$ cat src/rtl/game_pkg.sv
`default_nettype none
// ============================================================================
// Module   : game_pkg
// Purpose  : Colour codes and button-capture FSM states shared across the game.
// Revision : 1.0 - initial release
// ============================================================================
package game_pkg;

    localparam logic [1:0] COL_0 = 2'd0;
    localparam logic [1:0] COL_1 = 2'd1;
    localparam logic [1:0] COL_2 = 2'd2;
    localparam logic [1:0] COL_3 = 2'd3;

    typedef enum logic [2:0] {
        IDLE       = 3'd0,
        DB_PRESS   = 3'd1,
        PRESSED    = 3'd2,
        LOCKOUT    = 3'd3,
        DB_RELEASE = 3'd4
    } btn_state_t;

    // Only ever called on a confirmed single-button pattern.
    function automatic logic [1:0] onehot_to_colour(input logic [3:0] v);
        case (v)
            4'b0010: return COL_1;
            4'b0100: return COL_2;
            4'b1000: return COL_3;
            default: return COL_0;
        endcase
    endfunction

    function automatic logic is_multi(input logic [3:0] v);
        return (v & (v - 4'd1)) != 4'd0;
    endfunction

endpackage
`default_nettype wire

$ cat src/rtl/button_capture_if.sv
`default_nettype none
// ============================================================================
// Module   : button_capture_if
// Purpose  : Valid/ready press-event channel from button capture to wait state.
// Revision : 1.0 - initial release
// ============================================================================
interface button_capture_if;
    logic       press_valid;
    logic [1:0] press_colour;
    logic       press_ready;

    modport master (output press_valid, output press_colour, input press_ready);
    modport slave  (input press_valid, input press_colour, output press_ready);
endinterface
`default_nettype wire

$ cat src/rtl/sync_2ff.sv
`default_nettype none
// ============================================================================
// Module   : sync_2ff
// Purpose  : Two-flop synchronizer for asynchronous inputs, parameterizable width.
// Revision : 1.0 - initial release
// ============================================================================
module sync_2ff #(
    parameter int WIDTH = 1
) (
    input  wire logic             clk,
    input  wire logic             reset,
    input  wire logic [WIDTH-1:0] d,
    output logic      [WIDTH-1:0] q
);
    logic [WIDTH-1:0] r_meta;
    logic [WIDTH-1:0] r_sync;

    always_ff @(posedge clk) begin
        if (reset) begin
            r_meta <= '0;
            r_sync <= '0;
        end else begin
            r_meta <= d;
            r_sync <= r_meta;
        end
    end

    assign q = r_sync;
endmodule
`default_nettype wire

$ cat src/rtl/button_capture.sv
`default_nettype none
// ============================================================================
// Module   : button_capture
// Purpose  : Debounces four button pins into single colour press events with
//            multi-press and overrun detection.
// Revision : 1.0 - initial release
// ============================================================================
module button_capture
    import game_pkg::*;
#(
    parameter int DEBOUNCE_CYCLES = 4,
    parameter int CNT_W           = 16
) (
    input  wire logic        clk,
    input  wire logic        reset,
    input  wire logic [3:0]  buttons_raw,
    button_capture_if.master press_if,
    output logic             multi_press_err,
    output logic             overrun,
    output logic             any_held
);
    localparam logic [CNT_W-1:0] C_DB_MAX = CNT_W'(DEBOUNCE_CYCLES);

    logic [3:0]       w_sync;
    logic [3:0]       r_sync_prev;
    logic [CNT_W-1:0] r_cnt;
    logic             w_changed;
    logic             w_confirmed;
    btn_state_t       r_state;
    btn_state_t       w_state_next;
    logic             w_enter_pressed;
    logic             w_multi_err;
    logic             r_valid;
    logic [1:0]       r_colour;

    sync_2ff #(.WIDTH(4)) u_sync (
        .clk   (clk),
        .reset (reset),
        .d     (buttons_raw),
        .q     (w_sync)
    );

    assign w_changed   = (w_sync != r_sync_prev);
    assign w_confirmed = !w_changed && (r_cnt == C_DB_MAX);

    always_ff @(posedge clk) begin
        if (reset) begin
            r_sync_prev <= '0;
            r_cnt       <= '0;
        end else begin
            r_sync_prev <= w_sync;
            if (w_changed)
                r_cnt <= '0;
            else if (r_cnt != C_DB_MAX)
                r_cnt <= r_cnt + 1'b1;
        end
    end

    always_ff @(posedge clk) begin
        if (reset)
            r_state <= IDLE;
        else
            r_state <= w_state_next;
    end

    always_comb begin
        w_state_next    = r_state;
        w_enter_pressed = 1'b0;
        w_multi_err     = 1'b0;
        unique case (r_state)
            IDLE: begin
                if (w_sync != 4'd0)
                    w_state_next = DB_PRESS;
            end
            DB_PRESS: begin
                if (w_sync == 4'd0) begin
                    w_state_next = IDLE;
                end else if (w_confirmed) begin
                    if (is_multi(w_sync)) begin
                        w_state_next = LOCKOUT;
                        w_multi_err  = 1'b1;
                    end else begin
                        w_state_next    = PRESSED;
                        w_enter_pressed = 1'b1;
                    end
                end
            end
            PRESSED: begin
                // Any deviation, including an added button, starts the release debounce.
                if (w_changed)
                    w_state_next = DB_RELEASE;
            end
            LOCKOUT: begin
                if (w_sync == 4'd0)
                    w_state_next = DB_RELEASE;
            end
            DB_RELEASE: begin
                if (w_confirmed && (w_sync == 4'd0))
                    w_state_next = IDLE;
            end
            default: w_state_next = IDLE;
        endcase
    end

    always_ff @(posedge clk) begin
        if (reset) begin
            r_valid         <= 1'b0;
            r_colour        <= COL_0;
            multi_press_err <= 1'b0;
            overrun         <= 1'b0;
            any_held        <= 1'b0;
        end else begin
            any_held        <= (w_state_next != IDLE);
            multi_press_err <= w_multi_err;
            overrun         <= w_enter_pressed && r_valid && !press_if.press_ready;
            // A transfer on the same edge frees the slot for the new event.
            if (w_enter_pressed && (!r_valid || press_if.press_ready)) begin
                r_valid  <= 1'b1;
                r_colour <= onehot_to_colour(w_sync);
            end else if (r_valid && press_if.press_ready) begin
                r_valid <= 1'b0;
            end
        end
    end

    assign press_if.press_valid  = r_valid;
    assign press_if.press_colour = r_colour;
endmodule
`default_nettype wire

$ cat src/flat_wrapper.sv
// flat-port wrapper written by rule: the top's interface ports become plain ports
module button_capture_flat import game_pkg::*;
#(
    parameter int DEBOUNCE_CYCLES = 4,
    parameter int CNT_W           = 16
)
  (clk, reset, buttons_raw, multi_press_err, overrun, any_held, press_if_press_valid, press_if_press_colour, press_if_press_ready);
  button_capture_if press_if_i ();
  input  wire logic clk;
  input  wire logic reset;
  input  wire logic [3:0] buttons_raw;
  output logic multi_press_err;
  output logic overrun;
  output logic any_held;
  output wire logic [$bits(press_if_i.press_valid)-1:0] press_if_press_valid;
  output wire logic [$bits(press_if_i.press_colour)-1:0] press_if_press_colour;
  input wire logic [$bits(press_if_i.press_ready)-1:0] press_if_press_ready;
  assign press_if_press_valid = press_if_i.press_valid;
  assign press_if_press_colour = press_if_i.press_colour;
  assign press_if_i.press_ready = press_if_press_ready;
  button_capture #(.DEBOUNCE_CYCLES(DEBOUNCE_CYCLES), .CNT_W(CNT_W)) u_core (.clk(clk), .reset(reset), .buttons_raw(buttons_raw), .press_if(press_if_i), .multi_press_err(multi_press_err), .overrun(overrun), .any_held(any_held));
endmodule
$ cat config.mk
export PLATFORM = sky130hd
export DESIGN_NAME = button_capture_flat
export DESIGN_NICKNAME = d
export VERILOG_FILES = /design/src/rtl/game_pkg.sv /design/src/rtl/button_capture_if.sv /design/src/rtl/sync_2ff.sv /design/src/rtl/button_capture.sv /design/src/flat_wrapper.sv
export SDC_FILE = /design/constraint.sdc
export NUM_CORES = 1
export LEC_CHECK = 0
export CAP_MARGIN = 30
export CELL_PAD_IN_SITES_DETAIL_PLACEMENT = 1
export CELL_PAD_IN_SITES_GLOBAL_PLACEMENT = 1
export CORE_ASPECT_RATIO = 0.9
export CORE_MARGIN = 1.5
export CORE_UTILIZATION = 30
export CTS_CLUSTER_SIZE = 12
export DETAILED_ROUTE_END_ITERATION = 8
export GPL_TIMING_DRIVEN = 0
export HOLD_SLACK_MARGIN = 0.15
export MAX_ROUTING_LAYER = met4
export PLACE_DENSITY = 0.56
export SLEW_MARGIN = 20
export SYNTH_ARGS = -nofsm -noshare
export SYNTH_HDL_FRONTEND = slang
export SYNTH_SLANG_ARGS = --single-unit
$ cat constraint.sdc
create_clock -name clk -period 1.7 [get_ports clk]
set_input_delay 0.34 -clock clk [delete_from_list [all_inputs] [get_ports clk]]
set_output_delay 0.34 -clock clk [all_outputs]
set_load 0.01 [all_outputs]
==> impl_metrics.env, run 1 <==
export IMPL_ys_ff_latch=37
export IMPL_clk_pin_slew_ps=80
export IMPL_r2r_slack_ps=-120
export IMPL_cts_buffer_depth=2
export IMPL_fin_cells=281
export IMPL_hpwl_um=2690
export IMPL_finalSetupViolCount=3
export IMPL_rsz0062_at_grt="true"
export IMPL_cts_sinks=37
export IMPL_synth_fp_nets=192
export IMPL_hold_class="register to register"
export IMPL_r2r_start="u_core.u_sync.q[0]$_SDFF_PP0_"
export IMPL_synthCells=183
export IMPL_htree_levels=2
export IMPL_min_period_ps=1820
export IMPL_grt_max_degree=13
export IMPL_cp_end_kind="register"
export IMPL_timing_final_ws_setup_ps=-121
export IMPL_fin_tns_setup_ps=-175
export IMPL_ys_seq_area_frac=0.443
export IMPL_track_usage=0.157
export IMPL_start_util=0.314
export IMPL_run_status="finished with violations"
export IMPL_synth_edf_count=0
export IMPL_cts_hold_buffers=0
export IMPL_cp_endpoint="u_core.any_held$_SDFF_PP0_"
export IMPL_violations="setup timing"
export IMPL_dieArea_mm2=0.00603
export IMPL_cp_max_fo=4
export IMPL_route_top_layer_used="met4"
export IMPL_required_ps=1870
export IMPL_synthFlopType="dfxtp_1"
export IMPL_skew_ps=3.61
export IMPL_place_inst=262
export IMPL_worstRegToRegCells=5
export IMPL_post_route_period_util=1.07
export IMPL_slew_headroom=0.684
export IMPL_drt_iter0_drc=66
export IMPL_yosysWarnings=0
export IMPL_utilization=0.440
export IMPL_clkLatencyLatePin_ps=290
export IMPL_wl_met3_um=99
export IMPL_synth_most_common_cell="dfxtp_1"
export IMPL_nets=222
export IMPL_peakVddDrop_v=0.000312
export IMPL_grt_overflow_total=0
export IMPL_grt_pass1_wl_um=6870
export IMPL_firstDrtPassIters=4
export IMPL_power_mw=2.02
export IMPL_worst_slew_pin_slew_ps=474
export IMPL_maxSlewViolCount=0
export IMPL_arrival_ps=1990
export IMPL_vias=1354
export IMPL_place_gp_congestion=0.783
export IMPL_avgSynthCellArea_um2=9.13
export IMPL_syn_cell_area_mm2=0.00167
export IMPL_drtAntennaViolNets=0
export IMPL_synth_top_area_frac=0.443
export IMPL_row_count=25
export IMPL_viasPerCell=4.82
export IMPL_area_delta_synth_final_pct=40.1
export IMPL_wl_um=4170
export IMPL_cts_tree="built"
export IMPL_io_buffers=12
export IMPL_synth_cell_type_count=38
export IMPL_critPathLaunch="u_core.u_sync.q[0]$_SDFF_PP0_"
export IMPL_ios=13
export IMPL_n_antenna_cell=0
export IMPL_die_x_um=81.7
export IMPL_hold_violations=0
export IMPL_drv_cap=0
export IMPL_wl_met2_um=2000
export IMPL_first_global_vias=1433
export IMPL_core_area_mm2=0.00532
export IMPL_synth_common_cells="dfxtp_1 (37), nor2_1 (22), xnor2_1 (17)"
export IMPL_criticalPathCategory="register to register"
export IMPL_pre_cts_ws_ps=-445
export IMPL_max_freq_mhz=549
export IMPL_die_h_um=73.8
export IMPL_crit_path_start_kind="register"
export IMPL_wl_per_cell_um=14.8
export IMPL_powerDensity_mw_per_mm2=861
export IMPL_wl_met1_um=2040
export IMPL_p_leak_nw=0.840
export IMPL_drive_gt1_frac=0.299
export IMPL_route_detailed_drc=0
export IMPL_cts_buffers=5
export IMPL_clockRootBuffer="clkbuf_8"
export IMPL_synth_area_top_cells="dfxtp_1 (44%), xnor2_1 (8.9%), nor2_1 (4.9%)"
export IMPL_rr_endpoint="u_core.any_held$_SDFF_PP0_"
export IMPL_grt_antenna_before_repair=0
export IMPL_async_flop_share=0
export IMPL_synth_top_cell_by_area="dfxtp_1"
==> metal layers <==
layer  vias up  track usage
li1        679            -
met1       654        0.199
met2        17        0.243
met3         4       0.0447
met4         0       0.0490
met5         -            -
==> worst min-delay path by stage <==
stage	slack, ps	cells after the start	endpoint	start
after CTS	440	1	u_core.u_sync.q[3]$_SDFF_PP0_	u_core.u_sync.r_meta[3]$_SDFF_PP0_
after detailed placement	430	1	u_core.u_sync.q[3]$_SDFF_PP0_	u_core.u_sync.r_meta[3]$_SDFF_PP0_
after global routing	450	1	u_core.u_sync.q[0]$_SDFF_PP0_	u_core.u_sync.r_meta[0]$_SDFF_PP0_
final	440	1	u_core.u_sync.q[3]$_SDFF_PP0_	u_core.u_sync.r_meta[3]$_SDFF_PP0_
after global placement	420	1	u_core.u_sync.q[0]$_SDFF_PP0_	u_core.u_sync.r_meta[0]$_SDFF_PP0_
after floorplan	410	1	u_core.u_sync.q[0]$_SDFF_PP0_	u_core.u_sync.r_meta[0]$_SDFF_PP0_
==> layout make-up <==
type,instances,area (um^2)
Buffer,5,41.3
Multi-Input combinational cell,126,1040
Fill cell,614,2980
Timing Repair Buffer,29,255
Sequential cell,37,757
Clock buffer,5,68.8
Clock inverter,3,65.1
Tap cell,67,83.8
Inverter,9,33.8
==> per-stage QoR <==
stage / hold WS, ps / area [um^2]
2_1_floorplan: 414 / 1710
3_3_place_gp: 418 / 1910
3_5_place_dp: 430 / 1910
4_1_cts: 444 / 2180
5_1_grt: 453 / 2340
6_report: 439 / 2340
==> cells by family (layout without fill, tap and decap cells) <==
| group | after synthesis | in the layout | share of synthesized area |
|---|---|---|---|
| XOR/XNOR | 21 | 21 | 0.110 |
| multiplexers | 2 | 2 | 0.0120 |
| AO/OA/AOI/OAI | 15 | 15 | 0.0599 |
| adder cells (fa/ha/maj) | 2 | 2 | 0.0150 |
| buffers and inverters | 20 | 51 | 0.0539 |
| flip-flops | 37 | 37 | 0.443 |
| AND/OR/NAND/NOR | 86 | 86 | 0.306 |
==> placed cells by master (no fill, tap or decap), drive strengths merged, types with 4 or more instances in the layout <==
cell type and instances:
a21oi 6, buf 19, clkbuf 8, clkdlybuf4s50 12, dfxtp 37, inv 9, nand2 7, nand2b 4
nand3 7, nand4 4, nor2 22, nor2b 13, nor3 10, nor4 4, nor4b 4, xnor2 17
xor2 4
==> flip-flops by register name, indices dropped and copies added (netlist names) <==
name,flops
u_core.any_held,1
u_core.u_sync.r_meta,4
u_core.overrun,1
u_core.r_sync_prev,4
u_core.r_cnt,16
u_core.u_sync.q,4
u_core.r_state,3
u_core.press_if.press_valid,1
u_core.press_if.press_colour,2
u_core.multi_press_err,1
==> critical path: stages, from the launching register on <==
cell and delay (ps):
dfxtp_4 350, or4_4 560, buf_6 140, o2111ai_2 180, o211ai_1 140, or3_1 330
==> where the power goes <==
part           internal (mW)  leakage [nW]  switching (mW)  total [mW]
Sequential             0.885         0.305          0.0173       0.902
Combinational          0.111         0.467          0.0995       0.210
Clock                  0.583        0.0681           0.322       0.905
Total                   1.58         0.840           0.439        2.02
==> what timing repair did <==
item	4_1_cts	5_1_grt
pin swaps	10	9
resized for setup	25	22
endpoints found under the hold margin	0	0
buffers inserted	9	7
setup endpoints to repair	18	15
gates cloned	0	1
No activity file was read; power rests on OpenSTA's default activity.
==> run 2, diff against run 1 <==
DONT_BUFFER_PORTS = 1   (was unset)
PLACE_DENSITY = 0.5   (was 0.56)
clock period = 2 ns   (was 1.7 ns; I/O delays follow)
==> impl_metrics.env, run 2 (synthesis gave the netlist of run 1 again) <==
export IMPL_run_status="finished, final reports clean"
export IMPL_place_gp_congestion=0.798
export IMPL_wl_per_cell_um=14.1
export IMPL_multi_input_area_um2=945
export IMPL_cts_hold_buffers=0
export IMPL_ios=13
export IMPL_drtAntennaViolNets=0
export IMPL_required_ps=2170
export IMPL_firstDrtPassIters=4
export IMPL_critPathLaunch="u_core.u_sync.q[2]$_SDFF_PP0_"
export IMPL_post_route_period_util=0.955
export IMPL_nets=204
export IMPL_place_inst=250
export IMPL_skew_ps=10.6
export IMPL_final_common_cell="dfxtp_1"
export IMPL_cp_end_kind="register"
export IMPL_slew_headroom=0.665
export IMPL_min_period_ps=1910
export IMPL_cts_tree="built"
export IMPL_powerDensity_mw_per_mm2=698
export IMPL_hold_class="input port to register"
export IMPL_timing_hold_ws_ps=242
export IMPL_final_cell_mix="dfxtp_1 (36), nor2_1 (22), xnor2_1 (17)"
export IMPL_die_x_um=81.7
export IMPL_fin_cells=263
export IMPL_clk_pin_slew_ps=70
export IMPL_route_detailed_drc=0
export IMPL_dieArea_mm2=0.00603
export IMPL_r2r_start="u_core.u_sync.q[2]$_SDFF_PP0_"
export IMPL_largest_register="u_core.r_cnt"
export IMPL_area_delta_synth_final_pct=19.0
export IMPL_io_buffers=0
export IMPL_arrival_ps=2080
export IMPL_grt_max_degree=13
export IMPL_cts_buffers=5
export IMPL_cts_buffer_depth=2
export IMPL_crit_path_start_kind="register"
export IMPL_largest_reg_flops=16
export IMPL_viasPerCell=4.90
export IMPL_r2r_slack_ps=90
export IMPL_drv_cap=0
export IMPL_cts_sinks=37
export IMPL_cp_max_fo=8
export IMPL_placed_area_mm2=0.00176
export IMPL_fillerInstances=631
export IMPL_final_area_mm2=0.00199
export IMPL_p_leak_nw=0.694
export IMPL_core_area_mm2=0.00532
export IMPL_min_from="buttons_raw[2]"
export IMPL_hold_violations=0
export IMPL_clockRootBuffer="clkbuf_8"
export IMPL_drive_gt1_frac=0.173
export IMPL_maxSlewViolCount=0
export IMPL_final_seq_area_um2=742
export IMPL_max_freq_mhz=524
export IMPL_row_count=25
export IMPL_rsz0062_at_grt="true"
export IMPL_hpwl_um=2580
export IMPL_track_usage=0.142
export IMPL_vias=1290
export IMPL_worst_slew_pin_slew_ps=502
export IMPL_n_antenna_cell=0
export IMPL_first_global_vias=1321
export IMPL_clkLatencyLatePin_ps=290
export IMPL_drt_iter0_drc=26
export IMPL_start_util=0.314
export IMPL_finalSetupViolCount=0
export IMPL_criticalPathCategory="register to register"
export IMPL_wl_um=3720
export IMPL_grt_pass1_wl_um=6330
export IMPL_peakVddDrop_v=0.000358
export IMPL_grt_overflow_total=0
export IMPL_htree_levels=2
export IMPL_die_h_um=73.8
export IMPL_power_mw=1.39
export IMPL_grt_antenna_before_repair=0
-- run 2: cell types whose count changed in the layout (fill, tap and decap cells not counted), moves of 3 or more --
cell | before | now
clkbuf_1 | 1 | 4
dfxtp_2 | 7 | 1
buf_2 | 0 | 4
xnor2_1 | 14 | 17
clkdlybuf4s50_1 | 12 | 0
dfxtp_1 | 28 | 36
buf_4 | 16 | 6
-- run 2: what timing repair did --
action | CTS | global route
setup endpoints to repair | 12 | 12
buffers inserted | 0 | 5
resized for setup | 6 | 15
gates cloned | 0 | 0
pin swaps | 0 | 4
-- run 2: metrics by stage --
| stage | setup slack (ps) | TNS (ps) | util |
|---|---|---|---|
| CTS | 10.6 | 0 | 0.354 |
| global route | -26.9 | -26.9 | 0.374 |
| global placement | -88.1 | -152 | 0.330 |
| floorplan | 197 | 0 | - |
| detailed placement | -139 | -506 | 0.330 |
| finish | 90.0 | 0 | 0.374 |
-- run 2: area by class of cell --
type | count | area share
buffer | 11 | 0.0308
clock buffer | 5 | 0.0346
clock inverter | 3 | 0.00881
inverter | 9 | 0.0170
multi-input combinational | 126 | 0.475
sequential | 37 | 0.373
tap | 67 | 0.0421
timing repair buffer | 5 | 0.0189
-- run 2: metal layers --
layer | vias up | routed length [um] | global-route usage
met3 | 4 | 124 | 0.0348
met4 | 0 | 32 | 0.0395
met5 | - | 0 | -
li1 | 643 | - | -
met1 | 622 | 1780 | 0.182
met2 | 21 | 1780 | 0.223
-- run 2: worst paths after layout --
check / to / cells after the start
worst max-delay path: u_core.any_held$_SDFF_PP0_ / 6
worst min-delay path: u_core.u_sync.r_meta[2]$_SDFF_PP0_ / 1
worst max register to register: u_core.any_held$_SDFF_PP0_ / 6
worst min register to register: u_core.u_sync.q[2]$_SDFF_PP0_ / 1
-- run 2: report_power, final --
group	internal (mW)	switching (mW)
sequential	0.753	0.00996
combinational	0.0470	0.0710
clock	0.240	0.267
total	1.04	0.348
-- run 2: worst max-delay path, cell delays in order (launching register included) --
cell     delay, ps
dfxtp_1        300
buf_2          160
or4_4          570
nand4_1        120
o41ai_1         80
a41o_1         210
or3_1          360
